==> src/rtl/wb_icu186_if.sv <==
// Wishbone slave bus bundle for the 80186 interrupt controller register window.
interface wb_icu186_if;
  logic [3:0]  wb_adr_i;
  logic [15:0] wb_dat_i;
  logic [15:0] wb_dat_o;
  logic [1:0]  wb_sel_i;
  logic        wb_we_i;
  logic        wb_stb_i;
  logic        wb_cyc_i;
  logic        wb_ack_o;

  modport slave (
    input  wb_adr_i, wb_dat_i, wb_sel_i, wb_we_i, wb_stb_i, wb_cyc_i,
    output wb_dat_o, wb_ack_o
  );

  modport master (
    output wb_adr_i, wb_dat_i, wb_sel_i, wb_we_i, wb_stb_i, wb_cyc_i,
    input  wb_dat_o, wb_ack_o
  );
endinterface

==> src/rtl/wb_icu186.sv <==
// 80186-style interrupt control unit: INT0 (Tube IRQ) with mask/in-service/EOI,
// non-maskable NMI, and acknowledge-cycle vector supply for the Zet core.
module wb_icu186 #(
  parameter logic [7:0]  INT0_VECTOR = 8'h0C,
  parameter logic [7:0]  NMI_VECTOR  = 8'h02,
  parameter logic [15:0] INT0CON_RST = 16'h000F
) (
  input  logic        clk,
  input  logic        rst,
  wb_icu186_if.slave  wb,
  input  logic        irq_n_i,
  input  logic        nmi_n_i,
  output logic        intr_o,
  input  logic        inta_i,
  output logic        nmi_o,
  input  logic        nmia_i,
  output logic [15:0] vec_o
);

  localparam logic [3:0] OFF_EOI     = 4'h1;
  localparam logic [3:0] OFF_IMASK   = 4'h4;
  localparam logic [3:0] OFF_INSERV  = 4'h6;
  localparam logic [3:0] OFF_REQST   = 4'h7;
  localparam logic [3:0] OFF_INT0CON = 4'hC;

  logic        ack_q, ack_d;
  logic [15:0] dat_q, dat_d;
  logic [2:0]  irq_s_q, irq_s_d;
  logic [2:0]  nmi_s_q, nmi_s_d;
  logic        inta_q, nmia_q;
  logic        req_q, req_d;
  logic        nmip_q, nmip_d;
  logic        insrv_q, insrv_d;
  logic [4:0]  con_q, con_d;
  logic        intr_q, intr_d;

  logic        bus_req, wr_lo;
  logic        irq_edge, nmi_edge, inta_evt, nmia_evt;
  logic [15:0] rdata;
  logic        unused_ok;

  assign unused_ok = ^{wb.wb_dat_i[14:5], wb.wb_sel_i[1]};

  always_comb begin
    bus_req  = wb.wb_stb_i & wb.wb_cyc_i & ~ack_q;
    wr_lo    = bus_req & wb.wb_we_i & wb.wb_sel_i[0];
    irq_edge = irq_s_q[1] & ~irq_s_q[2];
    nmi_edge = nmi_s_q[1] & ~nmi_s_q[2];
    inta_evt = inta_i & ~inta_q;
    nmia_evt = nmia_i & ~nmia_q;

    // Synchroniser chains carry the active-high (inverted) level.
    irq_s_d = {irq_s_q[1:0], ~irq_n_i};
    nmi_s_d = {nmi_s_q[1:0], ~nmi_n_i};

    rdata = '0;
    unique case (wb.wb_adr_i)
      OFF_IMASK:   rdata[4]   = con_q[3];
      OFF_INSERV:  rdata[4]   = insrv_q;
      OFF_REQST:   rdata      = {nmip_q, 10'd0, req_q, 4'd0};
      OFF_INT0CON: rdata[4:0] = con_q;
      default:     rdata      = '0;
    endcase

    ack_d = bus_req;
    dat_d = (bus_req && !wb.wb_we_i) ? rdata : '0;

    // INT0CON[3] and IMASK[4] are one physical bit.
    con_d = con_q;
    if (wr_lo && wb.wb_adr_i == OFF_INT0CON) con_d = wb.wb_dat_i[4:0];
    if (wr_lo && wb.wb_adr_i == OFF_IMASK)   con_d[3] = wb.wb_dat_i[4];

    insrv_d = insrv_q;
    if (wr_lo && wb.wb_adr_i == OFF_INSERV) insrv_d = wb.wb_dat_i[4];
    if (wr_lo && wb.wb_adr_i == OFF_EOI &&
        (wb.wb_dat_i[15] || wb.wb_dat_i[4:0] == INT0_VECTOR[4:0]))
      insrv_d = 1'b0;
    if (inta_evt) insrv_d = 1'b1;

    if (con_q[4])      req_d = irq_s_q[1];
    else if (irq_edge) req_d = 1'b1;
    else if (inta_evt) req_d = 1'b0;
    else               req_d = req_q;

    if (nmi_edge)      nmip_d = 1'b1;
    else if (nmia_evt) nmip_d = 1'b0;
    else               nmip_d = nmip_q;

    intr_d = req_q & ~con_q[3] & ~insrv_q;
  end

  always_ff @(posedge clk) begin
    if (rst) begin
      ack_q   <= 1'b0;
      dat_q   <= '0;
      irq_s_q <= '0;
      nmi_s_q <= '0;
      inta_q  <= 1'b0;
      nmia_q  <= 1'b0;
      req_q   <= 1'b0;
      nmip_q  <= 1'b0;
      insrv_q <= 1'b0;
      con_q   <= INT0CON_RST[4:0];
      intr_q  <= 1'b0;
    end else begin
      ack_q   <= ack_d;
      dat_q   <= dat_d;
      irq_s_q <= irq_s_d;
      nmi_s_q <= nmi_s_d;
      inta_q  <= inta_i;
      nmia_q  <= nmia_i;
      req_q   <= req_d;
      nmip_q  <= nmip_d;
      insrv_q <= insrv_d;
      con_q   <= con_d;
      intr_q  <= intr_d;
    end
  end

  always_comb begin
    if (nmia_i)      vec_o = {8'h00, NMI_VECTOR};
    else if (inta_i) vec_o = {8'h00, INT0_VECTOR};
    else             vec_o = '0;
  end

  assign wb.wb_ack_o = ack_q;
  assign wb.wb_dat_o = dat_q;
  assign intr_o      = intr_q;
  assign nmi_o       = nmip_q;

endmodule

==> src/flat_wrapper.sv <==
// flat-port wrapper written by rule: the top's interface ports become plain ports
module wb_icu186_flat 
#(
  parameter logic [7:0]  INT0_VECTOR = 8'h0C,
  parameter logic [7:0]  NMI_VECTOR  = 8'h02,
  parameter logic [15:0] INT0CON_RST = 16'h000F
)
  (clk, rst, irq_n_i, nmi_n_i, intr_o, inta_i, nmi_o, nmia_i, vec_o, wb_wb_adr_i, wb_wb_dat_i, wb_wb_sel_i, wb_wb_we_i, wb_wb_stb_i, wb_wb_cyc_i, wb_wb_dat_o, wb_wb_ack_o);
  wb_icu186_if wb_i ();
  input  logic clk;
  input  logic rst;
  input  logic irq_n_i;
  input  logic nmi_n_i;
  output logic intr_o;
  input  logic inta_i;
  output logic nmi_o;
  input  logic nmia_i;
  output logic [15:0] vec_o;
  input wire logic [$bits(wb_i.wb_adr_i)-1:0] wb_wb_adr_i;
  input wire logic [$bits(wb_i.wb_dat_i)-1:0] wb_wb_dat_i;
  input wire logic [$bits(wb_i.wb_sel_i)-1:0] wb_wb_sel_i;
  input wire logic [$bits(wb_i.wb_we_i)-1:0] wb_wb_we_i;
  input wire logic [$bits(wb_i.wb_stb_i)-1:0] wb_wb_stb_i;
  input wire logic [$bits(wb_i.wb_cyc_i)-1:0] wb_wb_cyc_i;
  output wire logic [$bits(wb_i.wb_dat_o)-1:0] wb_wb_dat_o;
  output wire logic [$bits(wb_i.wb_ack_o)-1:0] wb_wb_ack_o;
  assign wb_i.wb_adr_i = wb_wb_adr_i;
  assign wb_i.wb_dat_i = wb_wb_dat_i;
  assign wb_i.wb_sel_i = wb_wb_sel_i;
  assign wb_i.wb_we_i = wb_wb_we_i;
  assign wb_i.wb_stb_i = wb_wb_stb_i;
  assign wb_i.wb_cyc_i = wb_wb_cyc_i;
  assign wb_wb_dat_o = wb_i.wb_dat_o;
  assign wb_wb_ack_o = wb_i.wb_ack_o;
  wb_icu186 #(.INT0_VECTOR(INT0_VECTOR), .NMI_VECTOR(NMI_VECTOR), .INT0CON_RST(INT0CON_RST)) u_core (.clk(clk), .rst(rst), .wb(wb_i), .irq_n_i(irq_n_i), .nmi_n_i(nmi_n_i), .intr_o(intr_o), .inta_i(inta_i), .nmi_o(nmi_o), .nmia_i(nmia_i), .vec_o(vec_o));
endmodule
==> config.mk <==
export PLATFORM = sky130hd
export DESIGN_NAME = wb_icu186_flat
export DESIGN_NICKNAME = d
export VERILOG_FILES = /design/src/rtl/wb_icu186_if.sv /design/src/rtl/wb_icu186.sv /design/src/flat_wrapper.sv
export SDC_FILE = /design/constraint.sdc
export NUM_CORES = 1
export LEC_CHECK = 0
export ABC_AREA = 1
export BUFFER_PORTS_ARGS = -buffer_cell sky130_fd_sc_hd__buf_2
export CORE_MARGIN = 1
export CORE_UTILIZATION = 23
export CTS_CLUSTER_DIAMETER = 50
export DETAILED_ROUTE_END_ITERATION = 16
export PLACE_DENSITY = 0.59
export SLEW_MARGIN = 15
export SYNTH_ARGS = -nofsm -noshare
export SYNTH_HDL_FRONTEND = slang
export SYNTH_SLANG_ARGS = --single-unit
==> constraint.sdc <==
create_clock -name clk -period 0.95 [get_ports clk]
set_clock_uncertainty 0.05 [all_clocks]
set_input_delay 0.19 -clock clk [delete_from_list [all_inputs] [get_ports clk]]
set_output_delay 0.19 -clock clk [all_outputs]
set_load 0.1 [all_outputs]
==> results of run 1 <==
## state kept, by name, indices dropped and copies added (netlist names), 3 cells and up
signal	cells
u_core.wb.wb_dat_o	6
u_core.con_q	5
u_core.irq_s_q	3
u_core.nmi_s_q	3
## logic make-up after synthesis
logic type	count (synthesis)
buffers and inverters	51
flip-flops	24
other	1
AO/OA/AOI/OAI	11
AND/OR/NAND/NOR	61
## worst max-delay path: cells and delay by family (launching register included)
family / cells / cell delay, ps
DFF: 1 / 380
buffers and inverters: 2 / 260
## metrics by stage
| step | setup TNS, ps | util [%] |
|---|---|---|
| final | -1730 | 36.6 |
| after global routing | -2930 | 36.6 |
| after CTS | -1940 | 35.9 |
| after detailed placement | -1290 | 33.8 |
| after global placement | -1090 | 33.8 |
| after floorplan | -1630 | - |
## cell type report
type	instances	area, sq um
tap	67	83.8
multi-input combinational	96	533
sequential	24	497
timing repair buffer	45	462
inverter	25	109
clock buffer	4	55.1
fill	525	3020
## repair_timing
action / CTS / global route
endpoints found under the setup margin: 23 / 23
pin swaps: 2 / 5
gates resized for setup: 7 / 6
gates cloned: 1 / 0
setup buffers: 1 / 2
## synth_stat cells
library cell | instances | share of area, %
a21oi_1 | 1 | 0.44
a21oi_2 | 1 | 0.77
buf_4 | 25 | 17
clkbuf_1 | 1 | 0.33
conb_1 | 1 | 0.33
dfxtp_1 | 24 | 42
inv_1 | 25 | 8.3
nand2_1 | 21 | 6.9
nand3_1 | 7 | 3.1
nand3_4 | 1 | 1.5
nand4_1 | 2 | 1.1
nor2_1 | 23 | 7.6
nor2_2 | 2 | 1.1
nor2_4 | 1 | 0.99
nor2_8 | 1 | 1.8
nor3_1 | 1 | 0.44
nor3b_1 | 1 | 0.66
nor4_1 | 1 | 0.55
o211ai_1 | 3 | 2.0
o21ai_0 | 2 | 0.88
o21ai_1 | 1 | 0.44
o21ai_2 | 1 | 0.77
o22ai_1 | 1 | 0.55
o41ai_1 | 1 | 0.77
## placed cells by master (no fill, tap or decap), drive strengths merged, types with 2 or more instances in the layout
cell type / instances
inv: 25
clkbuf: 4
o21ai: 4
nand3: 8
nand2: 21
o211ai: 3
nor2: 28
nand4: 2
buf: 45
dfxtp: 24
conb: 23
a21oi: 2
## power by group
group	total, mW	switching, mW	internal (mW)	leakage (nW)
combinational	0.758	0.605	0.153	0.625
sequential	1.04	0.0124	1.03	0.201
clock	0.670	0.300	0.369	0.0288
total	2.47	0.918	1.55	0.854
## worst max path at each step
| stage | endpoint | depth (start not counted) |
|---|---|---|
| 2_1_floorplan | vec_o[3] | 3 |
| 3_3_place_gp | u_core.con_q[3] | 7 |
| 3_5_place_dp | u_core.con_q[3] | 7 |
| 4_1_cts | wb_wb_ack_o | 2 |
| 5_1_grt | u_core.insrv_q | 7 |
| 6_report | wb_wb_ack_o | 2 |
## layer usage
metal	wire length [um]	GRT usage, %	vias up
met4	11	1.96	0
li1	-	-	499
met3	127	3.47	2
met2	1220	16.4	28
met1	855	10.0	433
met5	0	0	-
==> flow_summary.json, run 1 <==
{
  "status": "complete, but fails checks",
  "failed_checks": "negative setup slack",
  "place_area_sq_um": 1610,
  "grt_max_degree": 14,
  "power_mw": 2.47,
  "maxSlewViolCount": 0,
  "final_area_sq_um": 1740,
  "initial_core_util_pct": 23.9,
  "synth-seq-cells": 24,
  "grt_pass1_wl_um": 3640,
  "synth-xor-area-share_pct": 0,
  "pre_cts_slack_ps": -154,
  "start_kind": "register",
  "path_class": "reg -> out",
  "syn_area_sq_um": 1140,
  "core_area_sq_um": 4750,
  "dieArea_sq_um": 5230,
  "fp.dieW_um": 72.3,
  "ir_drop_mv": 0.585,
  "place.gp.congestion": 0.829,
  "hold_class": "in -> reg",
  "rows": 25,
  "fin_nets": 226,
  "yosys.area_share.simple_pct": 25.7,
  "max_freq_mhz": 879,
  "leakagePower_nw": 0.854,
  "gr-total-overflow": 0,
  "ant_nets": 0,
  "crit_fanout": 3,
  "critPathArrivalTime_ps": 900,
  "synth_cell_type_count": 24,
  "r2r_setup_slack_ps": -170,
  "r2r-end": "u_core.con_q[3]",
  "vias": 962,
  "power.density_nw_per_um2": 1420,
  "rsz0062_at_grt": "yes",
  "fp.dieH_um": 72.3,
  "cp_slowest_cell": "dfxtp_4",
  "clk_path_buf_depth": 2,
  "cp_cell_sequence": "buf_6, buf_12",
  "antenna_found_initial": 0,
  "synthMuxAreaShare_pct": 0,
  "hold_buffers": 0,
  "worst_path_largest_cell_delay_ps": 380,
  "clk_latency_ps": 260,
  "hpwlAfterDp_um": 1770,
  "diodes": 0,
  "holdWs_ps": 17.2,
  "track_usage_pct": 9.06,
  "synth_compound_area_share_pct": 6.60,
  "clk_pin_slew_worst_paths_ps": 80,
  "reg2regPathDepth": 7,
  "timing.rr.start": "u_core.wb.wb_ack_o",
  "cp-end-kind": "output port",
  "synth_top_family_by_area": "simple AND/OR/NAND/NOR gates",
  "cts_tree": "done",
  "syn2layout_area_growth_pct": 52.9,
  "min_to": "u_core.irq_s_q[0]",
  "hp-start": "irq_n_i",
  "numPortBuffers": 31,
  "finalCritPeriodShare_pct": 120,
  "via_per_inst": 3.69,
  "cap_violations": 0,
  "clock_sinks": 24,
  "drt_pre_antenna_iters": 4,
  "synthAdderAreaFrac_pct": 0,
  "htreeDepth": 1,
  "period_needed_ps": 1140,
  "cts-buffers-inserted": 3,
  "setup_viol": 20,
  "cts_root_buf": "clkbuf_8",
  "required_ps": 710,
  "stdcell_count": 261,
  "drc": 0,
  "ios": 66,
  "dp.cells": 253,
  "ys_warn_count": 0,
  "layout_setup_ws_ps": -188,
  "seq_area_frac_synth_pct": 42.2,
  "crit_start": "u_core.wb.wb_ack_o",
  "wl_per_cell_um": 8.49,
  "drt_first_iter_violations": 45,
  "hold_depth": 2,
  "drive_gt1_share_pct": 41.2,
  "routed_wirelength_um": 2220,
  "hold_violations": 0,
  "syn_area_per_cell_sq_um": 7.68,
  "netlist_instances": 148,
  "grt_pass1_vias": 864
}
No activity file was read; power rests on OpenSTA's default activity.
==> run 2, diff against run 1 <==
--- a/config.mk
+++ b/config.mk
@@ -11,7 +11,8 @@
 export CORE_UTILIZATION = 23
 export CTS_CLUSTER_DIAMETER = 50
 export DETAILED_ROUTE_END_ITERATION = 16
-export PLACE_DENSITY = 0.59
+export GPL_TIMING_DRIVEN = 0
+export PLACE_DENSITY = 0.58
 export SLEW_MARGIN = 15
 export SYNTH_ARGS = -nofsm -noshare
 export SYNTH_HDL_FRONTEND = slang
==> constraint.sdc (replaced) <==
create_clock -name clk -period 1.1 [get_ports clk]
set_clock_uncertainty 0.05 [all_clocks]
set_input_delay 0.22 -clock clk [delete_from_list [all_inputs] [get_ports clk]]
set_output_delay 0.22 -clock clk [all_outputs]
set_load 0.1 [all_outputs]
==> flow_summary.json, run 2 (synthesis results as in run 1) <==
{
  "status": "complete, but fails checks",
  "failed_checks": "negative setup slack",
  "r2r-end": "u_core.insrv_q",
  "required_ps": 1200,
  "place_area_sq_um": 1510,
  "numPortBuffers": 31,
  "hold_depth": 2,
  "drt_pre_antenna_iters": 4,
  "ant_nets": 0,
  "maxSlewViolCount": 0,
  "dieArea_sq_um": 5230,
  "core_area_sq_um": 4750,
  "power.density_nw_per_um2": 1240,
  "rsz0062_at_grt": "yes",
  "layout_setup_ws_ps": -2.84,
  "fp.dieH_um": 72.3,
  "leakagePower_nw": 0.905,
  "diodes": 0,
  "finalCritPeriodShare_pct": 100,
  "htreeDepth": 1,
  "cts_root_buf": "clkbuf_8",
  "place.gp.congestion": 0.735,
  "critPathCapture": "u_core.insrv_q",
  "max_freq_mhz": 907,
  "rows": 25,
  "syn2layout_area_growth_pct": 51.7,
  "cp_cell_sequence": "nor2_2, nand2_4, nor2_1, nand2_1, nand3_2, a21oi_2",
  "clk_path_buf_depth": 2,
  "tns_ps": -4.78,
  "ir_drop_mv": 0.751,
  "clk_pin_slew_worst_paths_ps": 80,
  "dp.cells": 268,
  "critPathArrivalTime_ps": 1200,
  "cap_violations": 0,
  "hold_buffers": 0,
  "wl_per_cell_um": 8.17,
  "crit_buf_inv": 0,
  "stdcell_count": 275,
  "worst_path_largest_cell_delay_ps": 370,
  "setup_viol": 2,
  "mostFrequentLayoutCells": "buf_4, inv_1, conb_1",
  "track_usage_pct": 8.99,
  "drc": 0,
  "drt_first_iter_violations": 44,
  "cp-end-kind": "register",
  "hpwlAfterDp_um": 1680,
  "timing.rr.start": "u_core.wb.wb_ack_o",
  "routed_wirelength_um": 2250,
  "hold_class": "in -> reg",
  "clock_sinks": 24,
  "r2r_setup_slack_ps": -3,
  "multi_input_area_sq_um": 519,
  "cts-buffers-inserted": 3,
  "via_per_inst": 3.56,
  "ff_latch_area_sq_um": 497,
  "cts_tree": "done",
  "clk_latency_ps": 260,
  "mostFrequentLayoutCell": "buf_4",
  "grt_pass1_vias": 877,
  "reg2regPathDepth": 6,
  "grt_max_degree": 14,
  "fp.dieW_um": 72.3,
  "final_area_sq_um": 1730,
  "drive_gt1_share_pct": 42.8,
  "fin_nets": 240,
  "antenna_found_initial": 0,
  "ios": 66,
  "cp_top_family": "simple AND/OR/NAND/NOR gates",
  "initial_core_util_pct": 23.9,
  "hold_violations": 0,
  "path_class": "reg -> reg",
  "cp_slowest_cell": "dfxtp_4",
  "start_kind": "register",
  "vias": 978,
  "grt_pass1_wl_um": 3560,
  "crit_start": "u_core.wb.wb_ack_o",
  "n_fill_cell": 511,
  "largest_reg_flops": 6,
  "gr-total-overflow": 0,
  "crit_fanout": 3,
  "period_needed_ps": 1100,
  "crit_cells": 6
}
run 2: cell count changes in the layout (fill, tap and decap cells not counted), sizes merged:
| cell | delta |
|---|---|
| clkbuf | +1 |
| buf | +13 |
run 2: power breakdown:
part           internal, mW  switching (mW)  total, mW
registers             0.887          0.0113      0.898
clock network         0.319           0.265      0.584
logic                 0.142           0.518      0.660
total                  1.35           0.793       2.14
run 2: worst min path at each step:
stage,start,endpoint,slack [ps]
final,irq_n_i,u_core.irq_s_q[0],40
after global routing,irq_n_i,u_core.irq_s_q[0],40
after CTS,irq_n_i,u_core.irq_s_q[0],40
after detailed placement,irq_n_i,u_core.irq_s_q[0],330
after global placement,irq_n_i,u_core.irq_s_q[0],320
after floorplan,rst,u_core.intr_o,230
run 2: through the flow:
step	hold slack (ps)	util (%)	total power, mW	setup WS, ps
finish	40.4	36.3	2.14	-2.84
global route	37.0	36.3	2.25	-82.4
CTS	36.7	34.6	2.15	-3.88
detailed placement	325	31.7	1.55	-153
global placement	322	31.7	1.55	-149
floorplan	234	-	1.47	-280
run 2: final cells by class:
class	instances	share of cell area, %
Clock buffer	4	3.19
Inverter	25	5.58
Timing Repair Buffer	33	16.2
Sequential cell	24	28.8
Buffer	26	11.3
Tap cell	67	4.86
Multi-Input combinational cell	96	30.1
run 2: repair_timing:
item                                    in CTS  in global routing
gates resized for setup                     26                 13
setup buffers                                0                  2
gates cloned                                 0                  1
endpoints found under the setup margin      12                 18
pin swaps                                    0                  4
run 2: per-layer routing:
metal  part of all wire (%)  global-route usage, %
met3                    7.4                   3.61
met5                      0                      0
met4                   0.71                   2.61
met1                     42                   9.54
met2                     50                   16.3
